`src/rtl/pwm_ctrl_pkg.sv`:
```
// Shared types and arithmetic helpers for the PWM duty-ramp controller.
// Build option PWM_FAULT_EN (in the top) enables the FAULT state; the enum always reserves it.
package pwm_ctrl_pkg;

    typedef enum logic [1:0] {
        IDLE      = 2'd0,
        RAMP_UP   = 2'd1,
        RAMP_DOWN = 2'd2,
        FAULT     = 2'd3
    } state_t;

    function automatic int unsigned clamp_duty(input int unsigned duty, input int unsigned period);
        return (duty > period) ? period : duty;
    endfunction

    // Moves cur toward tgt by at most step; the result never passes tgt and never wraps.
    function automatic int unsigned step_toward(input int unsigned cur, input int unsigned tgt,
                                                input int unsigned step);
        if (tgt >= cur) begin
            return ((tgt - cur) <= step) ? tgt : cur + step;
        end
        return ((cur - tgt) <= step) ? tgt : cur - step;
    endfunction

endpackage

```
`src/rtl/pwm_period_counter.sv`:
```
// PWM period counter: counts 0..PERIOD-1, flags the first tick (period_start)
// and the last tick (boundary), where the owner may update the duty.
module pwm_period_counter #(
    parameter int PERIOD = 10,
    parameter int W      = $clog2(PERIOD + 1)
) (
    input  logic         clk,
    input  logic         rst,
    output logic [W-1:0] cnt,
    output logic         period_start,
    output logic         boundary
);

    localparam logic [W-1:0] LAST = W'(PERIOD - 1);

    always_ff @(posedge clk) begin
        if (rst) begin
            cnt <= '0;
        end else if (cnt == LAST) begin
            cnt <= '0;
        end else begin
            cnt <= cnt + W'(1);
        end
    end

    assign period_start = (cnt == '0);
    assign boundary     = (cnt == LAST);

endmodule

```
`src/rtl/pwm_duty_ramp_ctrl.sv`:
```
// PWM sequencer: accepts target-duty commands and ramps the applied duty by STEP per period.
// Define PWM_FAULT_EN to add the fault/fault_clr inputs and the latched FAULT state.
module pwm_duty_ramp_ctrl
    import pwm_ctrl_pkg::*;
#(
    parameter int PERIOD     = 10,
    parameter int DUTY_W     = $clog2(PERIOD + 1),
    parameter int STEP       = 1,
    parameter int RESET_DUTY = 5
) (
    input  logic              clk,
    input  logic              rst,
    input  logic              cmd_valid,
    output logic              cmd_ready,
    input  logic [DUTY_W-1:0] cmd_duty,
    output logic [DUTY_W-1:0] cnt_out,
    output logic [DUTY_W-1:0] duty_out,
    output logic              period_start,
    output logic              busy,
    output logic              done,
`ifdef PWM_FAULT_EN
    input  logic              fault,
    input  logic              fault_clr,
`endif
    output state_t            state
);

    // Handshake: a command transfers on a clk edge where cmd_valid && cmd_ready;
    // cmd_valid/cmd_duty need not be held afterwards and cmd_ready never depends on cmd_valid.

    localparam logic [DUTY_W-1:0] RST_DUTY = DUTY_W'(RESET_DUTY);

    logic              boundary;
    logic              accept;
    logic              done_nxt;
    logic [DUTY_W-1:0] target;
    logic [DUTY_W-1:0] target_nxt;
    logic [DUTY_W-1:0] duty_nxt;
    state_t            state_nxt;

    pwm_period_counter #(
        .PERIOD (PERIOD),
        .W      (DUTY_W)
    ) u_period_counter (
        .clk          (clk),
        .rst          (rst),
        .cnt          (cnt_out),
        .period_start (period_start),
        .boundary     (boundary)
    );

`ifdef PWM_FAULT_EN
    assign cmd_ready = (state != FAULT);
`else
    assign cmd_ready = 1'b1;
`endif

    assign accept = cmd_valid && cmd_ready;
    assign busy   = (state == RAMP_UP) || (state == RAMP_DOWN);

    always_ff @(posedge clk) begin
        if (rst) begin
            state <= IDLE;
        end else begin
            state <= state_nxt;
        end
    end

    // The boundary step reads the registered target, so a command landing on the
    // same edge only takes effect from the following boundary.
    always_comb begin
        target_nxt = target;
        duty_nxt   = duty_out;
        state_nxt  = state;
        done_nxt   = 1'b0;
        if (accept) begin
            target_nxt = DUTY_W'(clamp_duty(32'(cmd_duty), PERIOD));
        end
        if (boundary) begin
            duty_nxt = DUTY_W'(step_toward(32'(duty_out), 32'(target), STEP));
        end
        // State follows the post-edge relation, so busy tracks duty_out != target exactly.
        if (target_nxt > duty_nxt) begin
            state_nxt = RAMP_UP;
        end else if (target_nxt < duty_nxt) begin
            state_nxt = RAMP_DOWN;
        end else begin
            state_nxt = IDLE;
        end
`ifdef PWM_FAULT_EN
        if (state == FAULT) begin
            target_nxt = target;
            duty_nxt   = duty_out;
            state_nxt  = fault_clr ? IDLE : FAULT;
        end
        if (fault) begin
            target_nxt = '0;
            duty_nxt   = '0;
            state_nxt  = FAULT;
        end
`endif
        done_nxt = busy && (state_nxt == IDLE);
    end

    always_ff @(posedge clk) begin
        if (rst) begin
            target   <= RST_DUTY;
            duty_out <= RST_DUTY;
            done     <= 1'b0;
        end else begin
            target   <= target_nxt;
            duty_out <= duty_nxt;
            done     <= done_nxt;
        end
    end

endmodule

```
`config.mk`:
```
export PLATFORM = sky130hd
export DESIGN_NAME = pwm_duty_ramp_ctrl
export DESIGN_NICKNAME = d
export VERILOG_FILES = /design/src/rtl/pwm_ctrl_pkg.sv /design/src/rtl/pwm_period_counter.sv /design/src/rtl/pwm_duty_ramp_ctrl.sv
export SDC_FILE = /design/constraint.sdc
export NUM_CORES = 1
export LEC_CHECK = 0
export ABC_AREA = 1
export BUFFER_PORTS_ARGS = -buffer_cell sky130_fd_sc_hd__buf_4
export CAP_MARGIN = 0
export CELL_PAD_IN_SITES_DETAIL_PLACEMENT = 0
export CELL_PAD_IN_SITES_GLOBAL_PLACEMENT = 1
export CORE_UTILIZATION = 44
export DETAILED_ROUTE_END_ITERATION = 10
export GPL_TIMING_DRIVEN = 0
export PLACE_DENSITY = 0.81
export SLEW_MARGIN = 0
export SYNTH_ARGS = -nofsm -noshare
export SYNTH_HDL_FRONTEND = slang
export SYNTH_HIERARCHICAL = 1
export SYNTH_SLANG_ARGS = --single-unit
export TNS_END_PERCENT = 10
```
`constraint.sdc`:
```
create_clock -name clk -period 4.2 [get_ports clk]
set_clock_uncertainty 0.2 [all_clocks]
set_input_delay 0.42 -clock clk [delete_from_list [all_inputs] [get_ports clk]]
set_output_delay 0.42 -clock clk [all_outputs]
set_load 0.1 [all_outputs]
```
==> flow_results.org <==
** Outcome
- The flow ran to the end, and the final reports show no timing, DRC or antenna violations.

** Clock tree
- CTS sink count :: 15
- TritonCTS built the clock tree.
- Clock Path Buffers :: 2
- Cell at the root of the clock tree :: sky130_fd_sc_hd__clkbuf_4
- Clk slew on worst S/H paths :: 0.09 ns
- After clock tree synthesis, the setup repair step added 0 buffers.
- Gates resized during post-CTS repair numbered 0.
- In this run the number of H-tree levels came out at 1.
- In this run, post-CTS hold repair placed 0 buffers.
- In this run, CTS created clock tree buffers numbering 3.
- Clock network latency to the later pin of the worst-skew pair :: 0.28 ns

** Critical path
- Setup crit end :: done
- Number of cells traversed by the worst register-to-register path :: 16
- STA puts the critical path data arrival time at 3.24 ns.
- The setup path with the least slack is of type flop to flop.
- Peak fanout along the critical path :: 8
- Origin of the critical flop-to-flop path :: duty_out[0]
- R2R Path End :: done
- The critical path starts at duty_out[0].
- Required time worst endpoint :: 4.23 ns
- The worst setup path is captured at a flop.
- Startpoint types :: flop
- FF-to-FF setup slack :: 0.98 ns

** Detailed routing
- Pre-antenna DRT Iters :: 4
- Final wirelength :: 2.91 mm
- Vias :: 1233
- In the final routed layout, each cell accounts on average for 11.5 µm.
- In this run the remaining antenna-violating nets after routing total 0.
- After detailed routing, the number of remaining DRC violations is 0.
- Dividing the detail-routed via count by the number of cells gives 4.85.
- 1st-iter DRT viols :: 42

** Floorplan
- Once the floorplan was initialized, standard cells occupied 48.2% of the core.
- Die Height :: 58.1 µm
- Area of the core :: 2880 µm²
- The die is 58.1 µm wide.
- The die covers 3380 µm².
- Number of placed I/O pins :: 21
- Cell row count :: 19

** Hold path
- Min-delay worst type :: input pin to flop
- Counting instances, the worst hold path has a depth of 2.
- Startpoint of the worst hold path :: rst

** STA
- Slew Viols, Final :: 0
- Setup violations remaining at the end of the flow were counted as 0.
- Fraction of the cycle the final worst path needs :: 76.6%
- Max Fclk :: 0.311 GHz
- RSZ-0062 raised after global routing :: no
- The number of hold-slack violations in the final timing report is 0.
- Once routing completed, OpenROAD measured the worst setup slack at 0.984 ns.
- Final TNS setup :: 0 ns
- The clock period could shrink to 3.22 ns.

** Place
- Global placer's final weighted congestion :: 0.813
- Before CTS, the worst setup slack after placement is 0.981 ns.
- The count of buffers added on input and output ports is 19.
- DPL Wire Length :: 2.43 mm

** Cells and area
- Number of nets in the finished design :: 239
- Area grow syn2layout :: 16.1%
- Fraction of layout cells with a size suffix above 1 :: 22.6%
- 0 antenna diodes ended up in the layout.

** Global routing
- Largest net degree at the start of global routing :: 10
- The number of antenna violations at the first check in global routing is 0.
- Total routing resource utilization after global routing :: 19.4%
- The first global-routing pass estimated 5.08 mm of wire.
- Grt total ovfl :: 0
- Vias in the first global route :: 1168

** Job
- Max-cap viol count :: 0

** Synthesis
- In the synthesized netlist, the number of instances is 189.
- Commonest cells post-synth :: 38 x sky130_fd_sc_hd__nand2_1, 29 x sky130_fd_sc_hd__inv_1, 17 x sky130_fd_sc_hd__ha_1, 17 x sky130_fd_sc_hd__nand3_1
- Summing every instance area after synthesis gives 1390 µm².
- Net count after synthesis :: 215
- Most frequent cell after synthesis :: sky130_fd_sc_hd__nand2_1
- Synthesized flop and latch total :: 15
- For this run, the leading register cell type out of synthesis is sky130_fd_sc_hd__dfxtp_1.
- Sequential cells were found to cover 21.7% of the synthesized design area.
- Most area-consuming cells after synthesis :: sky130_fd_sc_hd__dfxtp_1 22%, sky130_fd_sc_hd__ha_1 15%, sky130_fd_sc_hd__nand2_1 10%, sky130_fd_sc_hd__inv_1 7.9%, sky130_fd_sc_hd__nand3_1 6.1%
- Averaged over all synthesized cells, the footprint is 7.33 µm².
- Area leader, netlist :: sky130_fd_sc_hd__dfxtp_1
- Share of the synthesized area in the top cell type :: 21.7%
- Number of flops mapped to enable cells by yosys :: 0
- Warning count from the yosys run :: 6
- After synthesis, the share of flip-flops with an asynchronous set or reset is 0%.
- Number of distinct library cells after synthesis :: 33

** Power and ir drop
- Peak VDD IR :: 291 µV
- Combinational logic burns 44.8% of the power.
- Power Density :: 269 nW/µm²
- The analysis attributes to net switching a power of 0.000191 W.
- Sequential cell fraction of total power :: 36.6%
- Design internal power :: 0.000241 W
- Of the total power, the clock network draws 18.6%.
- Net switching is 44.2% of the power.
- Leakage power total :: 0.836 nW
cell families after synthesis:
family | after synthesis | synth area share, %
buffers and inverters | 35 | 10.6
other | 1 | 0.271
AOI/OAI and AO/OA | 14 | 6.96
and+or+nand+nor | 99 | 38.5
xor gates and xnor gates | 6 | 3.79
adders and majority gates | 19 | 18.2
DFF | 15 | 21.7
metrics by stage:
stage          hold slack, ns  area, µm²  power [W]  util [%]  std cells
6_report                0.150       1610   0.000433      55.9        254
5_1_grt                 0.143       1610   0.000463      55.9        254
4_1_cts                 0.143       1610   0.000437      55.9        254
3_5_place_dp            0.313       1580   0.000356      54.9        250
3_3_place_gp            0.299       1580   0.000351      54.9        250
2_1_floorplan           0.287       1390   0.000317         -        189
registers in the layout, summed over array words and instances (netlist names):
| name | flops |
|---|---|
| done | 1 |
| state | 2 |
| duty_out | 4 |
| u_period_counter/cnt | 4 |
| target | 4 |
critical path: stages, from the launching register on:
cell and delay [ns]:
sky130_fd_sc_hd__dfxtp_1 0.54, sky130_fd_sc_hd__inv_1 0.15, sky130_fd_sc_hd__ha_1 0.22, sky130_fd_sc_hd__inv_1 0.09, sky130_fd_sc_hd__fa_1 0.41, sky130_fd_sc_hd__nand3b_4 0.17, sky130_fd_sc_hd__nor2_4 0.16, sky130_fd_sc_hd__nand3_4 0.10
sky130_fd_sc_hd__nand2_1 0.07, sky130_fd_sc_hd__nand3_1 0.10, sky130_fd_sc_hd__nand3_2 0.08, sky130_fd_sc_hd__nand2_2 0.06, sky130_fd_sc_hd__ha_1 0.33, sky130_fd_sc_hd__nand3_1 0.09, sky130_fd_sc_hd__o211ai_1 0.20, sky130_fd_sc_hd__nand2_1 0.10
sky130_fd_sc_hd__nor2_1 0.09
cells in the final DEF, fill, tap and decap left out, types with 3 or more instances in the layout:
master	instances
sky130_fd_sc_hd__nand4_1	9
sky130_fd_sc_hd__nand3_2	4
sky130_fd_sc_hd__xnor2_1	3
sky130_fd_sc_hd__xor2_1	3
sky130_fd_sc_hd__nor2_1	15
sky130_fd_sc_hd__buf_4	21
sky130_fd_sc_hd__dfxtp_1	15
sky130_fd_sc_hd__a21oi_1	4
sky130_fd_sc_hd__inv_1	29
sky130_fd_sc_hd__nand2_2	6
sky130_fd_sc_hd__clkbuf_4	3
sky130_fd_sc_hd__ha_1	17
sky130_fd_sc_hd__nand2_1	38
sky130_fd_sc_hd__nand3_1	17
per-layer routing:
metal | global-route usage, % | routed length [µm]
met4 | 5.10 | 16
met2 | 32.0 | 1390
met3 | 2.01 | 61
met5 | 0 | 0
met1 | 27.1 | 1440
worst min-delay path by stage:
stage                                    to  slack [ns]
floorplan                       duty_out[3]        0.29
global placement    u_period_counter/cnt[0]        0.30
detailed placement  u_period_counter/cnt[0]        0.31
CTS                             duty_out[3]        0.14
global route                    duty_out[1]        0.14
finish                          duty_out[3]        0.15
power by group through the flow:
| stage | registers (W) | logic, W | clock network [W] |
|---|---|---|---|
| 3_3_place_gp | 0.000161 | 0.000190 | 0 |
| 3_5_place_dp | 0.000161 | 0.000195 | 0 |
| 5_1_grt | 0.000159 | 0.000212 | 0.0000920 |
| 4_1_cts | 0.000158 | 0.000195 | 0.0000842 |
| 6_report | 0.000158 | 0.000194 | 0.0000805 |
| 2_1_floorplan | 0.000191 | 0.000126 | 0 |
layout make-up:
cell class              count  area, µm²
inverters                  32        120
plain buffers               3       26.3
fillers                   287       1270
multi-input cells         139        938
flip-flops and latches     15        300
clock buffers               3       22.5
clock inverters             1       5.00
well taps                  42       52.6
repair buffers             19        143
No activity file was read; power rests on OpenSTA's default activity.
